[src/rtl/sfw_pkg.sv]
// Shared types and default geometry for the SRAM frame writer.
package sfw_pkg;

  typedef enum logic [1:0] {
    IDLE,
    WAIT_SOF,
    PACK,
    DONE
  } sfw_state_e;

  localparam int PIX_PER_WORD = 8;
  localparam int LANE_W       = $clog2(PIX_PER_WORD);

  localparam int DEF_ROW_STRIDE = 256;
  localparam int DEF_LINE_WORDS = 256;
  localparam int DEF_FRAME_ROWS = 200;

endpackage

[src/rtl/pix_word_packer.sv]
// Collects pixels into 8-lane SRAM words. Lane 0 holds the first pixel of a
// group. A word is presented (combinationally) on the pixel that fills it or
// on an end-of-line pixel; lanes not yet filled read as zero because the lane
// register is cleared after every completed word. A restart discards any
// partial word and places the current pixel in lane 0.
module pix_word_packer
  import sfw_pkg::*;
#(
  parameter int PIX_W  = 8,
  parameter int DATA_W = PIX_PER_WORD * PIX_W
) (
  input  logic              clk,
  input  logic              reset,
  input  logic              pixValid_i,
  input  logic              restart_i,
  input  logic [PIX_W-1:0]  pix_i,
  input  logic              eol_i,
  output logic [DATA_W-1:0] word_o,
  output logic              wordValid_o
);

  logic [DATA_W-1:0] lanes_q, lanes_d;
  logic [LANE_W-1:0] count_q, count_d;
  logic [DATA_W-1:0] baseLanes;
  logic [LANE_W-1:0] baseCount;

  // Merge the incoming pixel into its lane and decide whether the word is complete.
  always_comb begin
    baseLanes = restart_i ? '0 : lanes_q;
    baseCount = restart_i ? '0 : count_q;
    word_o    = baseLanes;
    for (int k = 0; k < PIX_PER_WORD; k++) begin
      if (baseCount == LANE_W'(k)) begin
        word_o[k*PIX_W +: PIX_W] = pix_i;
      end
    end
    wordValid_o = pixValid_i && (eol_i || (baseCount == LANE_W'(PIX_PER_WORD - 1)));
    lanes_d     = lanes_q;
    count_d     = count_q;
    if (pixValid_i) begin
      if (wordValid_o) begin
        lanes_d = '0;
        count_d = '0;
      end else begin
        lanes_d = word_o;
        count_d = baseCount + LANE_W'(1);
      end
    end else if (restart_i) begin
      lanes_d = '0;
      count_d = '0;
    end
  end

  // Lane storage and fill count.
  always_ff @(posedge clk) begin
    if (reset) begin
      lanes_q <= '0;
      count_q <= '0;
    end else begin
      lanes_q <= lanes_d;
      count_q <= count_d;
    end
  end

endmodule

[src/rtl/sram_frame_writer.sv]
// Write side of the frame SRAM: packs an 8-bit pixel stream into 64-bit words
// and writes them row-major with a fixed row stride, matching the layout the
// 5-row column fetch reads back. Writes are registered (1 cycle after the
// completing pixel). Optional build macro SFW_CHECKSUM_EN adds frame_sum, the
// XOR of every word written in the current frame.
module sram_frame_writer
  import sfw_pkg::*;
#(
  parameter int ADDR_W     = 20,
  parameter int DATA_W     = 64,
  parameter int PIX_W      = 8,
  parameter int ROW_STRIDE = DEF_ROW_STRIDE,
  parameter int LINE_WORDS = DEF_LINE_WORDS,
  parameter int FRAME_ROWS = DEF_FRAME_ROWS,
  parameter int BASE_ADDR  = 0
) (
  input  logic              clk,
  input  logic              reset,
  input  logic              startEn,
  input  logic              pix_valid,
  output logic              pix_ready,
  input  logic [PIX_W-1:0]  pix_data,
  input  logic              pix_sof,
  input  logic              pix_eol,
  output logic              we,
  output logic [ADDR_W-1:0] write_addr,
  output logic [DATA_W-1:0] data,
  output logic              busy,
  output logic              frame_done,
  output logic              ovf_err,
  output logic              sync_err
`ifdef SFW_CHECKSUM_EN
  ,
  output logic [DATA_W-1:0] frame_sum
`endif
);

  localparam int COL_W = $clog2(LINE_WORDS + 1);
  localparam int ROW_W = (FRAME_ROWS > 1) ? $clog2(FRAME_ROWS) : 1;

  sfw_state_e        state_q, state_d;
  logic [ROW_W-1:0]  row_q, row_d;
  logic [COL_W-1:0]  col_q, col_d;
  logic              drop_q, drop_d;
  logic              we_q;
  logic [ADDR_W-1:0] addr_q;
  logic [DATA_W-1:0] data_q;
  logic              frameDone_q;
  logic              ovf_q;
  logic              sync_q;

  logic              ready;
  logic              accept;
  logic              take;
  logic              restart;
  logic [ROW_W-1:0]  rowEff;
  logic [COL_W-1:0]  colEff;
  logic              dropEff;
  logic              feed;
  logic [DATA_W-1:0] word;
  logic              wordValid;
  logic              overflow;
  logic              issue;
  logic              eolTake;
  logic              lastRow;
  logic [ADDR_W-1:0] wordAddr;

  // A sof pixel restarts the frame position, so the effective row/col/drop
  // seen by this pixel are zero in that case.
  assign ready   = (state_q == WAIT_SOF) || (state_q == PACK);
  assign accept  = pix_valid && ready;
  assign take    = accept && ((state_q == PACK) || pix_sof);
  assign restart = take && pix_sof;
  assign rowEff  = restart ? '0 : row_q;
  assign colEff  = restart ? '0 : col_q;
  assign dropEff = restart ? 1'b0 : drop_q;
  assign feed    = take && !dropEff;

  pix_word_packer #(
    .PIX_W (PIX_W),
    .DATA_W(DATA_W)
  ) u_packer (
    .clk        (clk),
    .reset      (reset),
    .pixValid_i (feed),
    .restart_i  (restart),
    .pix_i      (pix_data),
    .eol_i      (pix_eol),
    .word_o     (word),
    .wordValid_o(wordValid)
  );

  // Next-state, row/col advance, overflow detection and word address.
  always_comb begin
    overflow = wordValid && (colEff == COL_W'(LINE_WORDS));
    issue    = wordValid && !overflow;
    eolTake  = take && pix_eol;
    lastRow  = (rowEff == ROW_W'(FRAME_ROWS - 1));
    wordAddr = ADDR_W'(BASE_ADDR) + ADDR_W'(rowEff) * ADDR_W'(ROW_STRIDE) + ADDR_W'(colEff);
    state_d  = state_q;
    row_d    = rowEff;
    col_d    = colEff;
    drop_d   = dropEff;
    if (issue) begin
      col_d = colEff + COL_W'(1);
    end
    if (overflow && !pix_eol) begin
      drop_d = 1'b1;
    end
    if (eolTake) begin
      col_d  = '0;
      row_d  = rowEff + ROW_W'(1);
      drop_d = 1'b0;
    end
    case (state_q)
      IDLE: begin
        if (startEn) state_d = WAIT_SOF;
      end
      WAIT_SOF, PACK: begin
        if (eolTake && lastRow) state_d = DONE;
        else if (take) state_d = PACK;
      end
      DONE: state_d = IDLE;
      default: state_d = IDLE;
    endcase
  end

  // State, counters, registered SRAM write port and sticky error flags.
  always_ff @(posedge clk) begin
    if (reset) begin
      state_q     <= IDLE;
      row_q       <= '0;
      col_q       <= '0;
      drop_q      <= 1'b0;
      we_q        <= 1'b0;
      addr_q      <= '0;
      data_q      <= '0;
      frameDone_q <= 1'b0;
      ovf_q       <= 1'b0;
      sync_q      <= 1'b0;
    end else begin
      state_q     <= state_d;
      row_q       <= row_d;
      col_q       <= col_d;
      drop_q      <= drop_d;
      we_q        <= issue;
      frameDone_q <= (state_q == DONE);
      if (issue) begin
        addr_q <= wordAddr;
        data_q <= word;
      end
      if ((state_q == IDLE) && startEn) begin
        ovf_q  <= 1'b0;
        sync_q <= 1'b0;
      end else begin
        if (overflow) ovf_q <= 1'b1;
        if (restart && (state_q == PACK)) sync_q <= 1'b1;
      end
    end
  end

`ifdef SFW_CHECKSUM_EN
  logic [DATA_W-1:0] sum_q;

  // Running XOR of the words written since the frame was armed.
  always_ff @(posedge clk) begin
    if (reset) begin
      sum_q <= '0;
    end else if ((state_q == IDLE) && startEn) begin
      sum_q <= '0;
    end else if (we_q) begin
      sum_q <= sum_q ^ data_q;
    end
  end

  assign frame_sum = sum_q;
`endif

  assign pix_ready  = ready;
  assign we         = we_q;
  assign write_addr = addr_q;
  assign data       = data_q;
  assign busy       = (state_q != IDLE);
  assign frame_done = frameDone_q;
  assign ovf_err    = ovf_q;
  assign sync_err   = sync_q;

endmodule

[config.mk]
export PLATFORM = sky130hd
export DESIGN_NAME = sram_frame_writer
export DESIGN_NICKNAME = d
export VERILOG_FILES = /design/src/rtl/sfw_pkg.sv /design/src/rtl/pix_word_packer.sv /design/src/rtl/sram_frame_writer.sv
export SDC_FILE = /design/constraint.sdc
export NUM_CORES = 1
export LEC_CHECK = 0
export CAP_MARGIN = 0
export CORE_ASPECT_RATIO = 0.8
export CORE_MARGIN = 10
export CORE_UTILIZATION = 35
export CTS_CLUSTER_SIZE = 28
export DETAILED_ROUTE_END_ITERATION = 16
export SLEW_MARGIN = 20
export SYNTH_ARGS = -nofsm -noshare
export SYNTH_HDL_FRONTEND = slang
export SYNTH_HIERARCHICAL = 1
export SYNTH_SLANG_ARGS = --single-unit
[constraint.sdc]
create_clock -name clk -period 10.3 [get_ports clk]
set_input_delay 1.545 -clock clk [delete_from_list [all_inputs] [get_ports clk]]
set_output_delay 1.545 -clock clk [all_outputs]
set_load 0.05 [all_outputs]
## Yosys cells after proc, flatten, opt, wreduce, memory -nomap -nowiden

Cells that the tools add are included.
W data, S select, Z words.

| storage, ports and cells | value |
|---|---|
| bits in registers | 175 |
| output and inout bits | 90 |
| logic and storage cells | 79 |

| cells by class | value |
|---|---|
| add/sub/neg operators | 4 |
| eq/ne operators | 14 |
| multiplexer cells | 24 |
| reductions and logical operators | 25 |

Operators by type and width:

| kind | number |
|---|---|
| $mux W64 | 3 |
| $mux W8 | 10 |
| $mux W9 | 2 |
| $add A16 B9 Y17 | 1 |
| $eq A3 B3 Y1 const B | 4 |
| $logic_and A1 B1 Y1 | 12 |
| $add A9 B1 Y9 const B | 1 |
| $eq A9 B9 Y1 const B | 1 |
| $mux W3 | 3 |
| $add A8 B1 Y8 const B | 1 |
| $eq A8 B8 Y1 const B | 1 |
| $eq A3 B2 Y1 const B | 2 |
| $mux W2 | 3 |
| $pmux W2 S3 | 1 |
| $reduce_or A2 Y1 | 3 |
| $eq A2 B2 Y1 const B | 2 |
| $add A3 B1 Y3 const B | 1 |
| $eq A3 B1 Y1 const B | 1 |
| $logic_not A1 Y1 | 3 |
| $logic_not A3 Y1 | 1 |
| $logic_or A1 B1 Y1 | 3 |
| $ne A3 B3 Y1 const B | 1 |
| $eq A2 B1 Y1 const B | 1 |
| $logic_not A2 Y1 | 1 |
| other kinds (4) | 5 |

## Logic depth before layout (Yosys ltp)

Gate-level depths: netlist of run 1.

| depth | value |
|---|---|
| depth in word-level cells | 13 |
| mapped depth | 20 |

## Hierarchy

The synthesis of run 1 kept the hierarchy.

By module, submodules not included:

| module | times used | cells each | area each (sq um) | seq. area each (sq um) |
|---|---|---|---|---|
| sram_frame_writer | 1 | 508 | 4142.7 | 2102.0 |
| pix_word_packer | 1 | 406 | 3379.5 | 1341.3 |

## Worst setup path before layout of run 1

Ideal clock, no wire load.

| timing | value |
|---|---|
| kind | input to register |
| from | in pix_sof |
| to | reg data_q[14], in the netlist data[14] |
| library setup time | 0.070 ns |
| data arrival time | 4.633 ns |
| data required time | 10.230 ns |
| setup slack | 5.597 ns |
| cell stages on the path | 18 |
| cells stage by stage | nand3_1 inv_1 clkbuf_1 buf_6 inv_1 buf_2 buf_2 and3_2 ha_1 clkbuf_1 o21a_1 clkbuf_1 o41a_1 clkbuf_1 buf_2 buf_2 nand2_1 a21oi_1 |

| between the ends | value |
|---|---|
| cells in the longest elaborated chain, start to end | 10 |
| elaborated cells on any way between the ends | 18 |
| those cells by class | 3 x eq/ne; 5 x mux; 10 x reduce/logical |

Ends and longest elaborated chain:

| item | RTL line | RTL |
|---|---|---|
| from (decl) | sram_frame_writer.sv:23 | `input logic pix_sof,` |
| $logic_or A1 B1 Y1 | sram_frame_writer.sv:72 | `assign take = accept && ((state_q == PACK) \|\| pix_sof);` |
| $logic_and A1 B1 Y1 | sram_frame_writer.sv:72 |  |
| $logic_and A1 B1 Y1 * | sram_frame_writer.sv:73 | `assign restart = take && pix_sof;` |
| via restart | sram_frame_writer.sv:55 | `logic restart;` |
| $mux W3 / $mux W1 (equally long branches) | - |  |
| $eq A3 B3 Y1 / $logic_not A1 Y1 (equally long branches) | pix_word_packer.sv:37, sram_frame_writer.sv:77 |  |
| $logic_or A1 B1 Y1 / $logic_and A1 B1 Y1 (equally long branches) | pix_word_packer.sv:37, sram_frame_writer.sv:77 |  |
| $logic_and A1 B1 Y1 * | pix_word_packer.sv:37 | `wordValid_o = pixValid_i && (eol_i \|\| (baseCount == LANE_W'(PIX_PER_WORD - 1)));` |
| via wordValid | sram_frame_writer.sv:61 | `logic wordValid;` |
| $logic_and A1 B1 Y1 | sram_frame_writer.sv:95 | `overflow = wordValid && (colEff == COL_W'(LINE_WORDS));` |
| $logic_not A1 Y1 | sram_frame_writer.sv:96 | `issue = wordValid && !overflow;` |
| $logic_and A1 B1 Y1 * | sram_frame_writer.sv:96 |  |
| to (signal assigned) | sram_frame_writer.sv:150 | `data_q <= word;` |
| to (decl) | sram_frame_writer.sv:47 | `logic [DATA_W-1:0] data_q;` |

Mark *: on every way through the listed nets, which the timed path passes. The rest lies on a longest branch.
A chain may end at the register's enable or synchronous reset.

## Worst setup path after layout of run 1

| timing | value |
|---|---|
| from | in pix_sof |
| to | reg addr_q[13], in the netlist write_addr[13] |

| between the ends | value |
|---|---|
| cells in the longest elaborated chain, start to end | 10 |
| elaborated cells on any way between the ends | 17 |
| those cells by class | 1 x add/sub; 2 x eq/ne; 4 x mux; 10 x reduce/logical |

Ends and longest elaborated chain:

| item | RTL line | RTL |
|---|---|---|
| $logic_or A1 B1 Y1 | sram_frame_writer.sv:72 |  |
| $logic_and A1 B1 Y1 | sram_frame_writer.sv:72 |  |
| $logic_and A1 B1 Y1 | sram_frame_writer.sv:73 |  |
| $mux W3 / $mux W1 (equally long branches) | - |  |
| $eq A3 B3 Y1 / $logic_not A1 Y1 (equally long branches) | pix_word_packer.sv:37, sram_frame_writer.sv:77 |  |
| $logic_or A1 B1 Y1 / $logic_and A1 B1 Y1 (equally long branches) | pix_word_packer.sv:37, sram_frame_writer.sv:77 |  |
| $logic_and A1 B1 Y1 * | pix_word_packer.sv:37 |  |
| via wordValid | sram_frame_writer.sv:61 |  |
| $logic_and A1 B1 Y1 | sram_frame_writer.sv:95 |  |
| $logic_not A1 Y1 | sram_frame_writer.sv:96 |  |
| $logic_and A1 B1 Y1 * | sram_frame_writer.sv:96 |  |
| to (signal assigned) | sram_frame_writer.sv:149 | `addr_q <= wordAddr;` |
| to (decl) | sram_frame_writer.sv:46 | `logic [ADDR_W-1:0] addr_q;` |

Marks and branches as above.

==> run metrics, run 1 <==
vias per cell=5.13; CTS tree=done; Worst path top cell family by delay=buffers and inverters; Post-CTS Setup Repair Bufs=0; status=finished clean; vias in the first global route=between 6,000 and 7,000; drt pass-1 iters=5; Fillers=between 2,000 and 2,500; Synth Warn #=6; LEAKAGE=between 3 and 4 nW; Max Clk Rate=around 190 MHz; Power Density=155 nW/um^2; total track usage=0.146; startpoint types=input port; CP Capture Type=flip-flop; first-pass GRT wire length=32,700 microns; crit-path cells=clkdlybuf4s50_1, nand3_1, inv_1, buf_4, nand2b_1, inv_1, ha_1, o21a_1, o41a_2, buf_4, o211ai_1, a21oi_1; VDD IR max=0.0000858 V; die outline height=~150 microns; Initial Utilization=0.359; Die Span X=~180 microns; DRC violations left=0; hold slack=around 0.45 ns; Post-synth EDFFs=0; slowest CP cell=o41a_2; Vias=approximately 6,400; Area growth syn-to-layout=21.4%; final WL=20,300 microns; clk_lat worst skew=0.43 ns; synthesized area=roughly 7500 sq um; ys flop type=dfxtp_1; Switching Share=0.247; combinational power share=0.073; Data arrival, critical path=roughly 5.7 ns; root buffer cell=clkbuf_16; final setup skew=0.00848 ns; PortBufs=100; clk sinks=~170; post-route antenna net violation count=0; commonest non-fill, non-tap cell in the layout=nand2_1; count of cell types in the netlist=57; Clock Power Share=0.453; post-route minimum period=about 5.3 ns; max-cap viol count=0; setup TNS=0 ns; Hold Fails Final Rpt=0; Num CTS Buffers=17; final setup vio count=0; Tot Pwr=1.42 mW; CP max stage delay=about 0.63 ns; CP bufs+invs=5; hold buffers post-CTS=0; post_cts resized=0; CTS HTree Levels=4; Placer Congestion=0.789; post-synthesis cell count=between 900 and 1,000; Async S/R FF share, synth=0; grt total ovfl=0; sequential share of power=0.474; Rows=47; syn avg cell area=between 8 and 9 sq um; CTS Buffer Depth=2; Hold WC Path Type=reg2reg; largest net degree at the start of global routing=around 90; layout cell share with drive strength beyond 1=0.0778; Pint=1.07 mW; Slew HR=0.384; layout net count=just under 1,000; Clock Pin Slew Worst Setup and Hold Paths=approximately 0.060 ns; antenna cells=0; wire length per cell=approximately 16 microns; Pins Over Slew Limit=0; DR iter-0 viols=463; critical path class=in2reg; post-DP HPWL=between 10,000 and 15,000 microns; Tcrit/Tclk final=0.516; Placeable Area=around 21,000 sq um; Yosys reg bits=around 170; RSZ-0062 raised after global routing=no; worst-path fanout max=between 40 and 50; sequential share of the synthesized area=0.458; initial antenna violation count=0; die area=27,800 sq um; actual slew at the worst max-slew pin=0.924 ns; P_sw=349 uW; Worst Path Required=around 11 ns; I/O pins=roughly 100; most frequent cells in the layout=nand2_1 (255), dfxtp_1 (172), clkdlybuf4s50_1 (99)
[per-layer routing]
metal | vias up | routed length, microns | global-route usage
met2 | 136 | 8290 | 0.208
met4 | 0 | 162 | 0.0397
met1 | 3027 | 10700 | 0.209
met5 | - | 0 | 0
li1 | 3211 | - | -
met3 | 13 | 1160 | 0.0409
[worst reg2reg max path, stage by stage, from the launching register on]
cell and delay, ns:
dfxtp_1 0.34, inv_1 0.08, ha_1 0.38, nand3_1 0.42, inv_1 0.08, buf_4 0.26
nand2b_1 0.23, inv_1 0.09, ha_1 0.53, o21a_1 0.47, o41a_2 0.63, buf_4 0.56
o211ai_1 0.20, a21oi_1 0.17
[kinds of logic (layout without fill, tap and decap cells)]
family	count (synthesis)	in the layout	share of synthesized area
buffers and inverters	92	153	0.0566
adder cells (fa/ha/maj)	10	10	0.0166
XOR/XNOR	18	18	0.0210
AND/OR/NAND/NOR	388	388	0.242
flip-flops	172	172	0.458
other	1	3	0.000499
AO/OA/AOI/OAI	225	225	0.189
multiplexers	8	8	0.0160
[registers in the layout, indices dropped and copies added (netlist names)]
signal            cells
frame_done            1
u_packer/lanes_q     64
col_q                 9
we                    1
u_packer/count_q      3
write_addr           17
state_q               2
data                 64
ovf_err               1
drop_q                1
row_q                 8
sync_err              1
[through the flow]
step / area, sq um / utilization / setup WS [ns] / cells
final: 9130 / 0.436 / 4.98 / 1246
after global routing: 9130 / 0.436 / 4.70 / 1246
after CTS: 9130 / 0.436 / 5.01 / 1246
after detailed placement: 8550 / 0.408 / 4.56 / 1214
after global placement: 8550 / 0.408 / 4.70 / 1214
after floorplan: 7530 / - / 5.60 / 916
[power by group through the flow]
stage,logic (mW),registers (mW),clock network [mW]
floorplan,0.0695,0.689,0
global placement,0.102,0.686,0
detailed placement,0.103,0.686,0
CTS,0.103,0.671,0.654
global route,0.111,0.671,0.681
finish,0.103,0.671,0.641
[final timing paths]
| kind | start | endpoint | slack, ns | depth (start not counted) |
|---|---|---|---|---|
| min | u_packer/lanes_q[63] | u_packer/lanes_q[63] | 0.45 | 2 |
| max | pix_sof | write_addr[13] | 4.98 | 12 |
| min reg2reg | u_packer/lanes_q[63] | u_packer/lanes_q[63] | 0.45 | 2 |
| max reg2reg | state_q[0] | write_addr[13] | 5.79 | 13 |
[final cells by class]
| cell class | count | area, sq um | share of cell area |
|---|---|---|---|
| inverters | 14 | 52.6 | 0.00576 |
| clock buffers | 21 | 460 | 0.0504 |
| well taps | 269 | 337 | 0.0369 |
| clock inverters | 11 | 119 | 0.0130 |
| multi-input cells | 652 | 3670 | 0.402 |
| repair buffers | 107 | 1050 | 0.115 |
| flip-flops and latches | 172 | 3440 | 0.377 |
[cell usage after synthesis, types with 4 or more instances]
master,count,area [sq um]
nand2_1,255,957
dfxtp_1,172,3440
a21oi_1,93,465
o21ai_0,58,290
clkbuf_1,45,169
o2bb2ai_1,40,350
nor2_1,26,97.6
nand3_1,23,115
buf_2,21,105
inv_1,14,52.6
and2_1,13,81.3
xor2_1,13,114
ha_1,10,125
nand3b_1,10,75.1
or2_2,10,62.6
nor3b_1,9,67.6
a22o_1,8,70.1
mux2_4,8,120
nand4_1,7,43.8
buf_4,5,37.5
o22a_2,5,50.1
o31ai_1,5,37.5
xnor2_1,5,43.8
nand2b_1,4,25.0
or3_1,4,25.0
No activity file was read; power rests on OpenSTA's default activity.
==> inputs of run 2 (changes only) <==
- clock period: 10.3 -> 5.4 ns (I/O delays scaled with it)
==> run metrics, run 2 (same netlist as run 1, synthesis figures left out) <==
status=finished clean; CTS HTree Levels=4; Power Density=just over 300 nW/um^2; actual slew at the worst max-slew pin=just under 1 ns; Pins Over Slew Limit=0; CTS Buffer Depth=2; drt pass-1 iters=5; post_cts resized=0; Vias=6,315; Hold WC Path Type=reg2reg; most frequent cells in the layout=nand2_1 (255), dfxtp_1 (172), clkdlybuf4s50_1 (99); Area growth syn-to-layout=22.5%; layout net count=a little under 1,000; Hold Path Depth=2; grt total ovfl=0; RSZ-0062 raised after global routing=no; CTS tree=done; DP Cell Count=between 1,000 and 1,500; PortBufs=100; Max Clk Rate=about 270 MHz; final core utilization=0.440; final setup skew=approximately 0.014 ns; vias in the first global route=between 5,000 and 6,000; first-pass GRT wire length=around 32,000 microns; total track usage=0.146; die outline height=about 150 microns; Post-CTS Setup Repair Bufs=0; Die Span X=around 180 microns; setup TNS=0 ns; clk_lat worst skew=approximately 0.43 ns; hold path endpoint=u_packer/lanes_q[62]; CP max stage delay=approximately 0.8 ns; final setup vio count=0; worst-path fanout max=53; Slew HR=0.349; initial antenna violation count=0; layout cell share with drive strength beyond 1=0.0757; Data arrival, critical path=approximately 4.1 ns; crit-path cells=clkdlybuf4s50_1, nand3_1, inv_1, nand2b_1, inv_1, ha_1, o21a_1, buf_4, o41a_2, buf_4, nand2_1, a21oi_1; Worst Path Required=around 5.8 ns; slowest CP cell=o41a_2; VDD IR max=~0.00018 V; critical path startpoint=pix_sof; post-route minimum period=3.71 ns; Rows=47; CP Capture Type=flip-flop; flop-to-flop setup slack=1.77 ns; largest net degree at the start of global routing=around 80; Placeable Area=around 21,000 sq um; clk sinks=approximately 170; root buffer cell=clkbuf_16; vias per cell=about 5; post-route antenna net violation count=0; hold buffers post-CTS=0; Reg2Reg Launch Point=state_q[1]; Clock Pin Slew Worst Setup and Hold Paths=roughly 0.06 ns; post-DP HPWL=13,500 microns; Hold Fails Final Rpt=0; Tcrit/Tclk final=0.687; LEAKAGE=3.12 nW; critical path class=in2reg; max-cap viol count=0; Placer Congestion=0.803; antenna cells=0; worst r2r path cells=13; Hold Crit Start=u_packer/lanes_q[62]; worst reg2reg endpoint=data[54]; wire length per cell=around 16 microns; commonest non-fill, non-tap cell in the layout=nand2_1; DR iter-0 viols=slightly above 500; startpoint types=input port; DRC violations left=0; I/O pins=104; die area=27,800 sq um; post-route insts no fill=about 1,200; Initial Utilization=0.359; final WL=about 20,000 microns; hold slack=between 0.4 and 0.5 ns; Num CTS Buffers=17
-- run 2: through the flow --
| stage | power (mW) | setup slack (ns) | area, sq um |
|---|---|---|---|
| final | 2.81 | 1.69 | 9210 |
| after global routing | 2.90 | 1.35 | 9210 |
| after CTS | 2.83 | 1.66 | 9210 |
| after detailed placement | 1.51 | 1.20 | 8580 |
| after global placement | 1.51 | 1.34 | 8580 |
| after floorplan | 1.45 | 1.24 | 7530 |
-- run 2: where the power goes --
group	internal, mW	total [mW]	switching, mW
clock network	0.840	1.33	0.491
logic	0.0557	0.197	0.141
registers	1.28	1.28	0.00479
total	2.17	2.81	0.637
-- run 2: area by class of cell --
class                           instances  area (sq um)
Clock inverter                          7           163
Inverter                               14          52.6
Fill cell                            2076         11700
Timing Repair Buffer                  110          1090
Clock buffer                           23           468
Multi-Input combinational cell        652          3660
Tap cell                              269           337
Sequential cell                       172          3440
-- run 2: worst max-delay path by stage --
stage | end | depth (start not counted)
6_report | data[54] | 12
3_3_place_gp | col_q[0] | 12
3_5_place_dp | data[54] | 12
4_1_cts | data[54] | 12
5_1_grt | data[43] | 12
2_1_floorplan | data[14] | 20
-- run 2: routing by layer --
layer,track usage,vias to the layer above,routed length (microns)
met5,0,-,0
li1,-,3203,-
met1,0.209,2962,10600
met2,0.211,139,8540
met4,0.0364,0,182
met3,0.0376,11,1100
-- run 2: critical path, delay by kind of cell --
| family | cells | cell delay [ns] |
|---|---|---|
| adders and majority gates | 1 | 0.16 |
| and+or+nand+nor | 3 | 0.65 |
| AOI/OAI and AO/OA | 3 | 1.09 |
| buffers and inverters | 5 | 1.34 |
